`src/rtl/bus_arb_if.sv`:
```
// Shared-bus signal bundle: per-source request/lock/data in, grant and
// registered broadcast bus out. The arbiter uses the master view, sources
// (or a bench) use the slave view.
interface bus_arb_if #(
  parameter int WIDTH = 16,
  parameter int NSRC  = 8,
  parameter int CNT_W = 8
);
  localparam int IDX_W = (NSRC > 1) ? $clog2(NSRC) : 1;

  logic [NSRC-1:0]       src_req;
  logic [NSRC-1:0]       src_lock;
  logic [NSRC*WIDTH-1:0] src_data;
  logic [NSRC-1:0]       src_gnt;
  logic [WIDTH-1:0]      bus_out;
  logic                  bus_valid;
  logic [IDX_W-1:0]      bus_owner;
  logic                  conflict;
  logic [CNT_W-1:0]      conflict_cnt;
  logic                  lock_err;

  modport master (
    input  src_req, src_lock, src_data,
    output src_gnt, bus_out, bus_valid, bus_owner, conflict, conflict_cnt, lock_err
  );

  modport slave (
    output src_req, src_lock, src_data,
    input  src_gnt, bus_out, bus_valid, bus_owner, conflict, conflict_cnt, lock_err
  );
endinterface

```
`src/rtl/bus_arb.sv`:
```
// Registered shared data bus with round-robin arbitration, bounded locked
// transfers and detection of ungranted sources driving non-zero data.
module bus_arb #(
  parameter int WIDTH    = 16,
  parameter int NSRC     = 8,
  parameter int LOCK_MAX = 4,
  parameter int CNT_W    = 8
) (
  input logic      clk,
  input logic      reset,
  bus_arb_if.master bus
);
  localparam int IDX_W = (NSRC > 1) ? $clog2(NSRC) : 1;
  localparam int LCW   = $clog2(LOCK_MAX + 1);

  typedef enum logic [1:0] {IDLE, OWN, LOCK} state_t;

  state_t            state_q;
  logic [NSRC-1:0]   gnt_q;
  logic [IDX_W-1:0]  own_q;
  logic [IDX_W-1:0]  ptr_q;
  logic [LCW-1:0]    lock_cnt_q;
  logic [WIDTH-1:0]  bus_out_q;
  logic              bus_valid_q;
  logic [IDX_W-1:0]  bus_owner_q;
  logic              conflict_q;
  logic [CNT_W-1:0]  conflict_cnt_q;
  logic              lock_err_q;

  logic              own_wants;
  logic              hold;
  logic              force_brk;
  logic [NSRC-1:0]   cand;
  logic              found;
  logic [IDX_W-1:0]  win;
  logic              conflict_d;

  // Lock bookkeeping and round-robin search from the pointer; a timed-out
  // owner is masked out of its own re-arbitration.
  always_comb begin
    int idx;
    idx       = 0;
    own_wants = bus.src_req[own_q] & bus.src_lock[own_q];
    hold      = (state_q == LOCK) && own_wants && (lock_cnt_q < LCW'(LOCK_MAX));
    force_brk = (state_q == LOCK) && own_wants && (lock_cnt_q >= LCW'(LOCK_MAX));
    cand      = bus.src_req;
    if (force_brk) cand[own_q] = 1'b0;
    found = 1'b0;
    win   = '0;
    for (int k = 0; k < NSRC; k++) begin
      idx = int'(ptr_q) + k;
      if (idx >= NSRC) idx = idx - NSRC;
      if (!found && cand[idx]) begin
        found = 1'b1;
        win   = IDX_W'(idx);
      end
    end
  end

  // Conflict: while the bus is granted, any other source driving non-zero.
  always_comb begin
    conflict_d = 1'b0;
    for (int i = 0; i < NSRC; i++) begin
      if (i != int'(own_q) && bus.src_data[i*WIDTH +: WIDTH] != '0) conflict_d = 1'b1;
    end
    conflict_d = conflict_d & (|gnt_q);
  end

  // Arbiter FSM plus registered bus datapath and conflict statistics.
  always_ff @(posedge clk) begin
    if (reset) begin
      state_q        <= IDLE;
      gnt_q          <= '0;
      own_q          <= '0;
      ptr_q          <= '0;
      lock_cnt_q     <= '0;
      bus_out_q      <= '0;
      bus_valid_q    <= 1'b0;
      bus_owner_q    <= '0;
      conflict_q     <= 1'b0;
      conflict_cnt_q <= '0;
      lock_err_q     <= 1'b0;
    end else begin
      lock_err_q <= force_brk;
      if (hold) begin
        lock_cnt_q <= lock_cnt_q + 1'b1;
      end else if (found) begin
        gnt_q <= NSRC'(1) << win;
        own_q <= win;
        ptr_q <= (win == IDX_W'(NSRC - 1)) ? '0 : win + IDX_W'(1);
        if (bus.src_lock[win]) begin
          state_q    <= LOCK;
          lock_cnt_q <= LCW'(1);
        end else begin
          state_q    <= OWN;
          lock_cnt_q <= '0;
        end
      end else begin
        state_q    <= IDLE;
        gnt_q      <= '0;
        lock_cnt_q <= '0;
      end

      // Only the granted source's word reaches the bus; idle reads zero.
      bus_valid_q <= |gnt_q;
      if (|gnt_q) begin
        bus_out_q   <= bus.src_data[int'(own_q)*WIDTH +: WIDTH];
        bus_owner_q <= own_q;
      end else begin
        bus_out_q <= '0;
      end

      conflict_q <= conflict_d;
      if (conflict_d && conflict_cnt_q != {CNT_W{1'b1}})
        conflict_cnt_q <= conflict_cnt_q + 1'b1;
    end
  end

  assign bus.src_gnt      = gnt_q;
  assign bus.bus_out      = bus_out_q;
  assign bus.bus_valid    = bus_valid_q;
  assign bus.bus_owner    = bus_owner_q;
  assign bus.conflict     = conflict_q;
  assign bus.conflict_cnt = conflict_cnt_q;
  assign bus.lock_err     = lock_err_q;
endmodule
```
`src/flat_wrapper.sv`:
```
// flat-port wrapper written by rule: the top's interface ports become plain ports
module bus_arb_flat 
#(
  parameter int WIDTH    = 16,
  parameter int NSRC     = 8,
  parameter int LOCK_MAX = 4,
  parameter int CNT_W    = 8
)
  (clk, reset, bus_src_req, bus_src_lock, bus_src_data, bus_src_gnt, bus_bus_out, bus_bus_valid, bus_bus_owner, bus_conflict, bus_conflict_cnt, bus_lock_err);
  bus_arb_if #(.WIDTH(WIDTH), .NSRC(NSRC), .CNT_W(CNT_W)) bus_i ();
  input logic clk;
  input logic reset;
  input wire logic [$bits(bus_i.src_req)-1:0] bus_src_req;
  input wire logic [$bits(bus_i.src_lock)-1:0] bus_src_lock;
  input wire logic [$bits(bus_i.src_data)-1:0] bus_src_data;
  output wire logic [$bits(bus_i.src_gnt)-1:0] bus_src_gnt;
  output wire logic [$bits(bus_i.bus_out)-1:0] bus_bus_out;
  output wire logic [$bits(bus_i.bus_valid)-1:0] bus_bus_valid;
  output wire logic [$bits(bus_i.bus_owner)-1:0] bus_bus_owner;
  output wire logic [$bits(bus_i.conflict)-1:0] bus_conflict;
  output wire logic [$bits(bus_i.conflict_cnt)-1:0] bus_conflict_cnt;
  output wire logic [$bits(bus_i.lock_err)-1:0] bus_lock_err;
  assign bus_i.src_req = bus_src_req;
  assign bus_i.src_lock = bus_src_lock;
  assign bus_i.src_data = bus_src_data;
  assign bus_src_gnt = bus_i.src_gnt;
  assign bus_bus_out = bus_i.bus_out;
  assign bus_bus_valid = bus_i.bus_valid;
  assign bus_bus_owner = bus_i.bus_owner;
  assign bus_conflict = bus_i.conflict;
  assign bus_conflict_cnt = bus_i.conflict_cnt;
  assign bus_lock_err = bus_i.lock_err;
  bus_arb #(.WIDTH(WIDTH), .NSRC(NSRC), .LOCK_MAX(LOCK_MAX), .CNT_W(CNT_W)) u_core (.clk(clk), .reset(reset), .bus(bus_i));
endmodule
```
`config.mk`:
```
export PLATFORM = sky130hd
export DESIGN_NAME = bus_arb_flat
export DESIGN_NICKNAME = d
export VERILOG_FILES = /design/src/rtl/bus_arb_if.sv /design/src/rtl/bus_arb.sv /design/src/flat_wrapper.sv
export SDC_FILE = /design/constraint.sdc
export NUM_CORES = 1
export LEC_CHECK = 0
export CAP_MARGIN = 15
export CORE_UTILIZATION = 25
export DETAILED_ROUTE_END_ITERATION = 10
export PLACE_DENSITY_LB_ADDON = 0.25
export SLEW_MARGIN = 0
export SYNTH_ARGS = -nofsm -noshare
export SYNTH_HDL_FRONTEND = slang
export SYNTH_SLANG_ARGS = --single-unit
```
`constraint.sdc`:
```
create_clock -name clk -period 8.23 [get_ports clk]
set_clock_uncertainty 0.2 [all_clocks]
set_input_delay 0.823 -clock clk [delete_from_list [all_inputs] [get_ports clk]]
set_output_delay 0.823 -clock clk [all_outputs]
set_load 0.005 [all_outputs]
```
==> out/results.txt <==
Core area - 0.0167 mm²
Sequential share of the synthesized area - 0.228
Number of I/O pins - 184
Hold Fails Final Rpt - 0
Max-Cap Viols - 0
Overall power - 1.88 mW
GP Congestion - 0.961
Initial antenna violation count - 0
Worst hold path class - flip-flop to flip-flop
Die area - 0.0177 mm²
Yosys cell types - 72
Peak supply drop - 0.000111 V
Worst EP arrival - 4.92 ns
Non-filler cells, final - 833
Synth area leader - dfxtp_1
Fin area - 0.00647 mm²
Area of the multi-input gates - 0.00315 mm²
Clock Path Buffers - 2
Commonest non-fill, non-tap cell in the layout - clkdlybuf4s50_1
Number of remaining DRC errors - 0
DRT iter0 DRCs - 281
Placed Area - 0.00630 mm²
Syn avg cell area - 9.62 µm²
CP startpoint kind - flip-flop
DR WL/cell - 20.5 µm
Min Tclk post-route - 4.97 ns
Inserted Clock Buffers - 5
CTS Root Cell - clkbuf_16
H-tree depth - 2
Top cells by area, synth - dfxtp_1 23%, mux4_2 21%, mux2i_1 7.5%, nor4_1 4.7%, nor2_1 3.9%
# hold bufs at CTS - 0
LEAKAGE - 2.21 nW
Port bufs - 183
Synthesized flop and latch total - 49
Pwr dens - 290 mW/mm²
Vias in the first global route - 4703
Switching Fraction - 0.432
TritonCTS clock tree - done
Final hold slack - 0.286 ns
TNS Setup - 0 ns
Syn nets - 603
Pre-CTS WS - 3.33 ns
Antenna fix cells - 0
CP Max Fanout - 14
Combinational Power Share - 0.669
FMAX - 201 MHz
Synth warn - 0
Final worst slack - 3.26 ns
Final setup violation count - 0
Placed instance count - 825
Worst path required time - 8.18 ns
Final worst-path cycle share - 0.604
Post-synth EDFFs - 0
Std-Cell Rows - 47
Max-slew violations - 0
Mapped Area - 0.00430 mm²
Area grow syn2layout - 50.6%
Initial Utilization - 0.257
Post-CTS setup buffer count - 0
Clock-pin slew on the worst setup and hold paths - 0.07 ns
Largest net degree at the start of global routing - 47
Via Count - 4557
Chip width - 133 µm
Final Core Density - 0.388
Antenna viol nets, final - 0
Measured slew at the worst slew-check pin - 1.07 ns
RSZ-0062 raised after global routing - no
Top-area cell type share of the netlist area - 0.228
CTS resizes - 0
Post-DP HPWL - 14.5 mm
Total global-route track usage - 0.190
Outcome - finished, final reports clean
Worst-Skew Late Latency - 0.29 ns
Ys async rst share - 0
Commonest non-fill, non-tap cells in the layout - 183 x clkdlybuf4s50_1, 47 x dfxtp_1, 45 x nor2_1, 41 x mux4_2
Internal - 1.07 mW
Nets@finish - 768
Fill cells - 1688
Die Span Y - 133 µm
GRT overflow - 0
Clock tree sinks - 49
Vias per cell - 5.47
Rel. slew slack - 0.283
Total Wirelength - 17.1 mm
Crit Path Class - flip-flop to flip-flop
Layout cells sized above 1 - 0.124
First drt pass iteration count - 6
Syn Inst Count - 447
Flop pwr share - 0.206
Sequential cell area - 983 µm²
Clock power share - 0.125
Top_reg_cell synth - dfxtp_1
Switching pwr - 0.812 mW
First-pass GRT wire length - 25.9 mm
Worst Setup End Kind - flip-flop
## cell usage after synthesis, types with 7 or more instances
library cell and count:
clkbuf_1 16, dfxtp_1 49, mux4_2 41, ha_1 10
inv_1 9, nor4_1 32, nand4_1 8, nand3_1 14
o21ai_0 15, mux2i_1 32, a21oi_1 13, a32o_1 7
nand2_1 21, nor2_1 45, o211ai_1 9
## flip-flops by register name (all words and copies together) (netlist names)
signal and flops:
u_core.bus.src_gnt 8, u_core.bus.bus_owner 3, u_core.bus.bus_out 16, u_core.bus.conflict_cnt 8, u_core.ptr_q 3, u_core.bus.bus_valid 1
u_core.bus.conflict 1, u_core.state_q 2, u_core.lock_cnt_q 3, u_core.bus.lock_err 1, u_core.own_q 3
## critical path, stage by stage (launching register included)
cell      delay, ns
dfxtp_1        0.62
inv_1          0.36
ha_1           0.71
clkinv_1       0.41
mux4_2         0.52
a211oi_1       0.45
o22ai_1        0.29
a41oi_2        0.43
nand2_1        0.16
ha_1           0.23
ha_1           0.27
mux2i_1        0.12
nor2_1         0.06
## per-layer routing
layer	track usage	share of wire	vias to the layer above	wire length (µm)
met5	0	0	-	0
met4	0.0707	0.030	0	516
met3	0.0339	0.057	35	975
met2	0.366	0.54	202	9300
met1	0.204	0.37	2191	6310
li1	-	-	2129	-
## cells by family (layout without fill, tap and decap cells)
logic type                 count (synthesis)  after routing  share of synthesized area
DFF                                       49             49                      0.228
and+or+nand+nor                          169            169                      0.220
adders and majority gates                 10             10                     0.0291
muxes                                     75             75                      0.295
AOI/OAI and AO/OA                         95             95                      0.171
xor gates and xnor gates                   9              9                     0.0183
buffers and inverters                     40            206                     0.0390
## worst paths after layout
path | slack, ns | cells past startpoint | end | startpoint
worst max-delay path | 3.26 | 12 | u_core.ptr_q[2]$_SDFFE_PP0P_ | u_core.ptr_q[0]$_SDFFE_PP0P_
worst min-delay path | 0.29 | 1 | u_core.lock_cnt_q[0]$_SDFF_PP0_ | u_core.lock_cnt_q[0]$_SDFF_PP0_
worst max register to register | 3.26 | 12 | u_core.ptr_q[2]$_SDFFE_PP0P_ | u_core.ptr_q[0]$_SDFFE_PP0P_
worst min register to register | 0.29 | 1 | u_core.lock_cnt_q[0]$_SDFF_PP0_ | u_core.lock_cnt_q[0]$_SDFF_PP0_
## cell type report
| cell class | count | share of cell area |
|---|---|---|
| Tap cell | 220 | 0.0425 |
| Clock buffer | 6 | 0.0199 |
| Inverter | 13 | 0.00754 |
| Multi-Input combinational cell | 358 | 0.487 |
| Timing Repair Buffer | 185 | 0.285 |
| Sequential cell | 49 | 0.152 |
| Clock inverter | 2 | 0.00599 |
## power by group through the flow
| stage | Clock, mW | Combinational (mW) | Sequential, mW |
|---|---|---|---|
| floorplan | 0 | 0.877 | 0.354 |
| global placement | 0 | 1.25 | 0.390 |
| detailed placement | 0 | 1.26 | 0.391 |
| CTS | 0.241 | 1.26 | 0.387 |
| global route | 0.250 | 1.37 | 0.397 |
| finish | 0.234 | 1.26 | 0.386 |
(Power assumes the default switching activity.)
